File: src/rtl/tmds_pkg.sv
// TMDS lane modes, symbol tables and scrambler constants shared by the encoder array.
package tmds_pkg;

   typedef enum logic [2:0] {
      MODE_CTRL  = 3'd0,
      MODE_VIDEO = 3'd1,
      MODE_VGB   = 3'd2,
      MODE_DATA  = 3'd3,
      MODE_DGB   = 3'd4
   } tmds_mode_e;

   localparam logic [9:0] CTRL_CODE [4] = '{
      10'b1101010100, 10'b0010101011, 10'b0101010100, 10'b1010101011
   };

   localparam logic [9:0] TERC4_CODE [16] = '{
      10'b1010011100, 10'b1001100011, 10'b1011100100, 10'b1011100010,
      10'b0101110001, 10'b0100011110, 10'b0110001110, 10'b0100111100,
      10'b1011001100, 10'b0100111001, 10'b0110011100, 10'b1011000110,
      10'b1010001110, 10'b1001110001, 10'b0101100011, 10'b1011000011
   };

   localparam logic [9:0] VGB_CH02 = 10'b1011001100;
   localparam logic [9:0] VGB_CH1  = 10'b0100110011;
   localparam logic [9:0] DGB_CH12 = 10'b0100110011;

   // x^16+x^5+x^4+x^3+1, shift-left Fibonacci form; lane c seeds at BASE - c
   localparam logic [15:0] LFSR_SEED_BASE = 16'hFFFF;
   localparam logic [15:0] LFSR_TAPS      = 16'h801C;

   function automatic logic [3:0] popcount8(input logic [7:0] v);
      logic [3:0] cnt;
      cnt = '0;
      for (int i = 0; i < 8; i++) cnt = cnt + 4'(v[i]);
      return cnt;
   endfunction

endpackage

File: src/rtl/tmds_lane_core.sv
// One TMDS lane: transition-minimising stage, DC-balancing stage and running disparity.
// Optional per-lane video scrambler when TMDS_SCRAMBLE_EN is defined.
module tmds_lane_core
   import tmds_pkg::*;
#(
`ifdef TMDS_SCRAMBLE_EN
   parameter int unsigned LANE   = 0,
`endif
   parameter int unsigned ROLE   = 0,
   parameter int unsigned DISP_W = 5
) (
   input  logic       clk_pixel,
   input  logic       reset_n,
   input  logic       in_valid,
   input  logic       s1_valid,
   input  logic [2:0] mode,
   input  logic [7:0] video_data,
   input  logic [3:0] terc4_nib,
   input  logic [1:0] control_data,
   output logic [9:0] tmds
);

   localparam logic signed [DISP_W-1:0] TWO = DISP_W'(2);

   logic [7:0] vid_in;
   logic [3:0] n1d;
   logic       use_xnor;
   logic [8:0] qm_c;

   logic [8:0] s1_qm;
   logic [3:0] s1_n1;
   logic [2:0] s1_mode;
   logic [1:0] s1_ctrl;
   logic [3:0] s1_nib;

   logic signed [DISP_W-1:0] acc;
   logic signed [DISP_W-1:0] acc_nxt;
   logic signed [DISP_W-1:0] diff;
   logic [9:0]               tmds_nxt;

`ifdef TMDS_SCRAMBLE_EN
   localparam logic [15:0] SEED = LFSR_SEED_BASE - 16'(LANE);

   logic [15:0] lfsr;
   logic [15:0] lfsr_adv;

   always_comb begin
      lfsr_adv = lfsr;
      for (int i = 0; i < 8; i++) lfsr_adv = {lfsr_adv[14:0], ^(lfsr_adv & LFSR_TAPS)};
   end

   // Control beats resynchronise the scrambler; every other valid beat consumes a byte
   always_ff @(posedge clk_pixel or negedge reset_n) begin
      if (!reset_n)      lfsr <= SEED;
      else if (in_valid) lfsr <= (mode == MODE_CTRL) ? SEED : lfsr_adv;
   end

   assign vid_in = (mode == MODE_VIDEO) ? (video_data ^ lfsr[7:0]) : video_data;
`else
   assign vid_in = video_data;
`endif

   assign n1d = popcount8(vid_in);

   // Stage 1: pick XOR/XNOR chain to minimise transitions
   always_comb begin
      use_xnor = (n1d > 4'd4) || ((n1d == 4'd4) && !vid_in[0]);
      qm_c     = '0;
      qm_c[0]  = vid_in[0];
      for (int i = 1; i < 8; i++)
         qm_c[i] = use_xnor ? ~(qm_c[i-1] ^ vid_in[i]) : (qm_c[i-1] ^ vid_in[i]);
      qm_c[8]  = !use_xnor;
   end

   always_ff @(posedge clk_pixel or negedge reset_n) begin
      if (!reset_n) begin
         s1_qm   <= '0;
         s1_n1   <= '0;
         s1_mode <= '0;
         s1_ctrl <= '0;
         s1_nib  <= '0;
      end else if (in_valid) begin
         s1_qm   <= qm_c;
         s1_n1   <= popcount8(qm_c[7:0]);
         s1_mode <= mode;
         s1_ctrl <= control_data;
         s1_nib  <= terc4_nib;
      end
   end

   // Stage 2: symbol select and DC balance; acc only survives video beats
   always_comb begin
      tmds_nxt = CTRL_CODE[0];
      acc_nxt  = '0;
      diff     = DISP_W'(s1_n1) - DISP_W'(4'd8 - s1_n1);
      case (s1_mode)
         MODE_CTRL: tmds_nxt = CTRL_CODE[s1_ctrl];
         MODE_VIDEO: begin
            if ((acc == '0) || (s1_n1 == 4'd4)) begin
               tmds_nxt = {~s1_qm[8], s1_qm[8], s1_qm[8] ? s1_qm[7:0] : ~s1_qm[7:0]};
               acc_nxt  = s1_qm[8] ? (acc + diff) : (acc - diff);
            end else if ((!acc[DISP_W-1] && (s1_n1 > 4'd4)) ||
                         ( acc[DISP_W-1] && (s1_n1 < 4'd4))) begin
               tmds_nxt = {1'b1, s1_qm[8], ~s1_qm[7:0]};
               acc_nxt  = acc - diff + (s1_qm[8] ? TWO : '0);
            end else begin
               tmds_nxt = {1'b0, s1_qm[8], s1_qm[7:0]};
               acc_nxt  = acc + diff - (s1_qm[8] ? '0 : TWO);
            end
         end
         MODE_VGB:  tmds_nxt = (ROLE == 1) ? VGB_CH1 : VGB_CH02;
         MODE_DATA: tmds_nxt = TERC4_CODE[s1_nib];
         MODE_DGB:  tmds_nxt = (ROLE == 0) ? TERC4_CODE[{2'b11, s1_ctrl}] : DGB_CH12;
         default:   tmds_nxt = CTRL_CODE[0];
      endcase
   end

   always_ff @(posedge clk_pixel or negedge reset_n) begin
      if (!reset_n) begin
         tmds <= CTRL_CODE[0];
         acc  <= '0;
      end else if (s1_valid) begin
         tmds <= tmds_nxt;
         acc  <= acc_nxt;
      end
   end

endmodule

File: src/rtl/tmds_encoder_array.sv
// NUM_CHANNELS-lane pipelined TMDS encoder with valid pipeline and sticky illegal-mode flag.
// Define TMDS_SCRAMBLE_EN to enable the per-lane video scrambler.
module tmds_encoder_array
   import tmds_pkg::*;
#(
   parameter int unsigned NUM_CHANNELS = 3,
   parameter int unsigned DISP_W       = 5
) (
   input  logic                       clk_pixel,
   input  logic                       reset_n,
   input  logic                       in_valid,
   input  logic [2:0]                 mode,
   input  logic [8*NUM_CHANNELS-1:0]  video_data,
   input  logic [4*NUM_CHANNELS-1:0]  data_island_data,
   input  logic [2*NUM_CHANNELS-1:0]  control_data,
   output logic                       out_valid,
   output logic [10*NUM_CHANNELS-1:0] tmds,
   output logic                       mode_err
);

   logic s1_valid;
   logic s1_illegal;

   // Valid pipeline; mode_err latches when an illegal beat reaches the output
   always_ff @(posedge clk_pixel or negedge reset_n) begin
      if (!reset_n) begin
         s1_valid   <= 1'b0;
         s1_illegal <= 1'b0;
         out_valid  <= 1'b0;
         mode_err   <= 1'b0;
      end else begin
         s1_valid   <= in_valid;
         s1_illegal <= in_valid && (mode > MODE_DGB);
         out_valid  <= s1_valid;
         if (s1_valid && s1_illegal) mode_err <= 1'b1;
      end
   end

   for (genvar c = 0; c < NUM_CHANNELS; c++) begin : g_lane
      tmds_lane_core #(
`ifdef TMDS_SCRAMBLE_EN
         .LANE         (c),
`endif
         .ROLE         (c % 3),
         .DISP_W       (DISP_W)
      ) u_lane (
         .clk_pixel    (clk_pixel),
         .reset_n      (reset_n),
         .in_valid     (in_valid),
         .s1_valid     (s1_valid),
         .mode         (mode),
         .video_data   (video_data[8*c +: 8]),
         .terc4_nib    (data_island_data[4*c +: 4]),
         .control_data (control_data[2*c +: 2]),
         .tmds         (tmds[10*c +: 10])
      );
   end

endmodule
File: config.mk
export PLATFORM = sky130hd
export DESIGN_NAME = tmds_encoder_array
export DESIGN_NICKNAME = d
export VERILOG_FILES = /design/src/rtl/tmds_pkg.sv /design/src/rtl/tmds_lane_core.sv /design/src/rtl/tmds_encoder_array.sv
export SDC_FILE = /design/constraint.sdc
export NUM_CORES = 1
export LEC_CHECK = 0
export CORE_UTILIZATION = 40
export CTS_BUF_LIST = sky130_fd_sc_hd__clkbuf_4
export CTS_CLUSTER_SIZE = 30
export DETAILED_ROUTE_END_ITERATION = 8
export GPL_TIMING_DRIVEN = 0
export PLACE_DENSITY = 0.69
export SYNTH_ARGS = -nofsm -noshare
export SYNTH_HDL_FRONTEND = slang
export SYNTH_SLANG_ARGS = --single-unit
File: constraint.sdc
create_clock -name clk_pixel -period 2.95 [get_ports clk_pixel]
set_clock_uncertainty 0.15 [all_clocks]
set_input_delay 0.59 -clock clk_pixel [delete_from_list [all_inputs] [get_ports clk_pixel]]
set_output_delay 0.59 -clock clk_pixel [all_outputs]
set_load 0.02 [all_outputs]
==> results by group <==
Status
  • Status: finished, violations left
  • Failing checks: DRC, setup timing

Critical path
  • Crit Path Max Fanout: 2
  • Setup crit start: video_data[8]
  • Critical Path Slowest Stage Cell: fa_2
  • Worst setup EP type: register
  • Worst EP arrival: slightly below 6 ns
  • Reg2Reg Launch Point: g_lane[0].u_lane.s1_n1[0]
  • CP peak stage delay: about 0.56 ns
  • Most used cell, CP: fa_1
  • Setup crit start kind: primary input
  • Crit path cell chain: buf_8 -> ha_4 -> inv_4 -> fa_1 -> fa_1 -> inv_2 -> fa_2 -> fa_1 -> nor3b_2 -> o21ai_1 -> nand2_1 -> o21ai_4 -> xnor2_2 -> ha_1 -> inv_2 -> fa_1 -> fa_1 -> inv_2 -> fa_2 -> fa_2 -> nand2_1 -> o21ai_1
  • Critical Path RT: ~3.2 ns
  • Kind of critical path: in -> reg

Global routing
  • GRT Total Usage: 21.54%
  • Largest net degree at the start of global routing: 58
  • Initial antenna violation count: 1
  • Remaining global-route overflow: 0
  • Number of global-route vias before repair: 6,997
  • Global-route wire length before repair: about 38,000 um

Cells and area
  • Fillers: a little over 2,000
  • Footprint of the multi-input gates: ~5900 um2
  • Utilization after layout: approximately half
  • Fraction of layout cells with a size suffix above 1: 16.40%
  • Area grow syn2layout: 21.88%
  • Register area: ~2700 um2
  • # nets final: around 1,200

Synthesis
  • Primary FF master, synth: dfrtp_1
  • Cells after Synth: 938
  • Ys Warns: 0
  • Synthesized Nets: around 1,100
  • Synth cell types: between 50 and 60
  • Ranking of synthesized cells by area: dfrtp_1 (26%), ha_1 (13%), fa_1 (8.8%)
  • Number of flops mapped to enable cells by yosys: 0
  • Syn avg cell area: 9.456 um2
  • Register bit total from synthesis: between 100 and 150
  • Asr flop ratio synth: 100.0%
  • Synth area leader: dfrtp_1
  • Sequential share of the synthesized area: 30.12%
  • Post-synth top cells: inv_1 (111), ha_1 (93), dfrtp_1 (91)
  • Count leader, synth: inv_1
  • Synthesized area: approximately 8900 um2
  • Post-synth top area share: 25.67%

Pwr
  • Overall power: 11.18 mW
  • VDD IR-drop max: 0.4552 mV
  • Pwr dens: 1034 nW/um2
  • Pleak: slightly below 5 nW

Floorplanning
  • I/O pin total: 80
  • Die span in x: 150.9 um
  • Initial Util: about two fifths
  • Die ar.: 22,770 um2
  • Die Height: roughly 150 um
  • # rows: 54
  • Core Box Area: roughly 22,000 um2

Place
  • Final GP Congestion: approximately 0.95
  • # port buffers: 79
  • DPL Wire Length: 18,080 um

Clocking
  • CTS Sinks: about 110
  • Htree depth: 3
  • Clk_lat worst skew: 0.50 ns
  • CTS buffer count: 9
  • CTS max path bufs: 2
  • CTS tree: yes
  • Root Buffer: clkbuf_4
  • Clock transition at path regs: 0.19 ns

STA
  • Final hold slack: between 0.2 and 0.3 ns
  • Slew Viols, Final: 0
  • Minimum clock period after layout: ~5.6 ns
  • Final worst setup slack: -2.672 ns
  • RSZ-0062 raised after global routing: true
  • Final-report hold violation count: 0
  • Slew HR: 38.56%
  • Pin slew with the least headroom to its limit: 0.9215 ns
  • Final cycle utilization of the critical path: 190.6%
  • Fmax: about 0.18 GHz
  • Final setup viols: 27

Worst hold path
  • Min-delay src: video_data[16]
  • Worst Hold Class: in -> reg

Route
  • Via total after detailed routing: 7,155
  • DRC: 1
  • Routed WL per cell: between 15 and 20 um
  • Via density: approximately 5.3
  • Detailed Routing Iterations Pass 1: 7
  • Iter 0 DRT Violations: between 500 and 600
  • Final WL: ~24,000 um
  • Remaining antenna violation count: 0

Job
  • Max_cap viols: 0
per-layer routing:
layer / part of all wire [%] / routed length [um] / track usage [%]
met1: 45 / 10570 / 30.58
met2: 47 / 11150 / 34.50
met3: 5.6 / 1327 / 2.289
met4: 1.9 / 446 / 6.500
met5: 0 / 0 / 0
logic make-up (layout without fill, tap and decap cells):
kind of cell,count (synthesis),after routing,share of synthesized area [%]
compound gates,234,234,16.56
fa+ha+maj,132,132,21.92
mux,45,45,5.586
flops,106,106,30.12
buf+inv,160,283,7.124
simple gates,165,165,8.111
other cells,0,1,0
xor+xnor,96,96,10.58
registers in the layout (all words and copies together), names as in the netlist:
register / count
g_lane.u_lane.s1_nib: 12
mode_err: 1
s1_illegal: 1
g_lane.u_lane.s1_ctrl: 6
g_lane.u_lane.s1_mode: 3
g_lane.u_lane.s1_qm: 27
g_lane.u_lane.s1_n1: 12
g_lane.u_lane.tmds: 30
s1_valid: 1
g_lane.u_lane.acc: 12
out_valid: 1
worst max-delay path: cells and delay by family:
kind                     cells  cell delay (ns)
adder cells (fa/ha/maj)     10             4.29
AO/OA/AOI/OAI                3             0.28
buffers and inverters        5             0.27
XOR/XNOR                     1             0.14
AND/OR/NAND/NOR              3             0.36
cells in the final DEF, fill, tap and decap left out, drive strengths merged, types with 7 or more instances in the layout:
cell type	n
nand2	48
nor3	10
fa	39
nor2	83
mux2i	18
a31oi	13
xnor2	72
dfstp	15
clkdlybuf4s50	66
ha	93
o21ai	54
inv	113
a21o	13
mux2	27
buf	50
a211oi	11
dfrtp	91
o22ai	20
o221ai	11
clkbuf	39
nand2b	7
xor2	24
a21oi	74
path summary, 6_finish.rpt:
kind,end,slack [ns],cells past startpoint
setup / recovery,g_lane[1].u_lane.s1_n1[1],-2.67,22
hold / removal,g_lane[2].u_lane.s1_qm[0],0.25,3
min in group asynchronous,g_lane[1].u_lane.s1_nib[3],0.48,2
hold reg to reg,mode_err,0.32,1
max in group asynchronous,g_lane[0].u_lane.tmds[6],1.38,3
setup reg to reg,g_lane[0].u_lane.tmds[6],0.28,8
metrics by stage:
step                      setup slack [ns]  TNS (ns)  cells  area (um2)
after detailed placement            -3.784    -65.15   1298       10150
after CTS                           -2.812    -37.70   1332       10660
final                               -2.672    -37.32   1342       10810
after floorplan                     -2.756    -41.22    938        8981
after global placement              -3.730   -363.08   1297       10120
after global routing                -2.842    -41.45   1342       10810
power breakdown:
group          switching [mW]  internal [mW]  leakage, nW
clock network           0.555          0.351       0.0861
logic                    4.09           3.86         3.48
registers               0.431           1.89         1.27
final cells by class:
type / instances / share of cell area [%]
Sequential cell: 106 / 24.71
Clock inverter: 7 / 0.9259
Multi-Input combinational cell: 672 / 54.61
Timing Repair Buffer: 107 / 9.977
Antenna cell: 1 / 0.02315
Inverter: 114 / 4.005
Clock buffer: 9 / 0.6250
Tap cell: 280 / 3.241
Buffer: 46 / 1.887
repair_timing:
action / 4_1_cts / 5_1_grt
gates resized for setup: 78 / 22
hold buffers: 1 / 0
endpoints found under the hold margin: 41 / 0
endpoints found under the setup margin: 27 / 27
buffers inserted: 35 / 11
pin swaps: 41 / 32
Note: power is estimated with default switching activity, not from simulation.
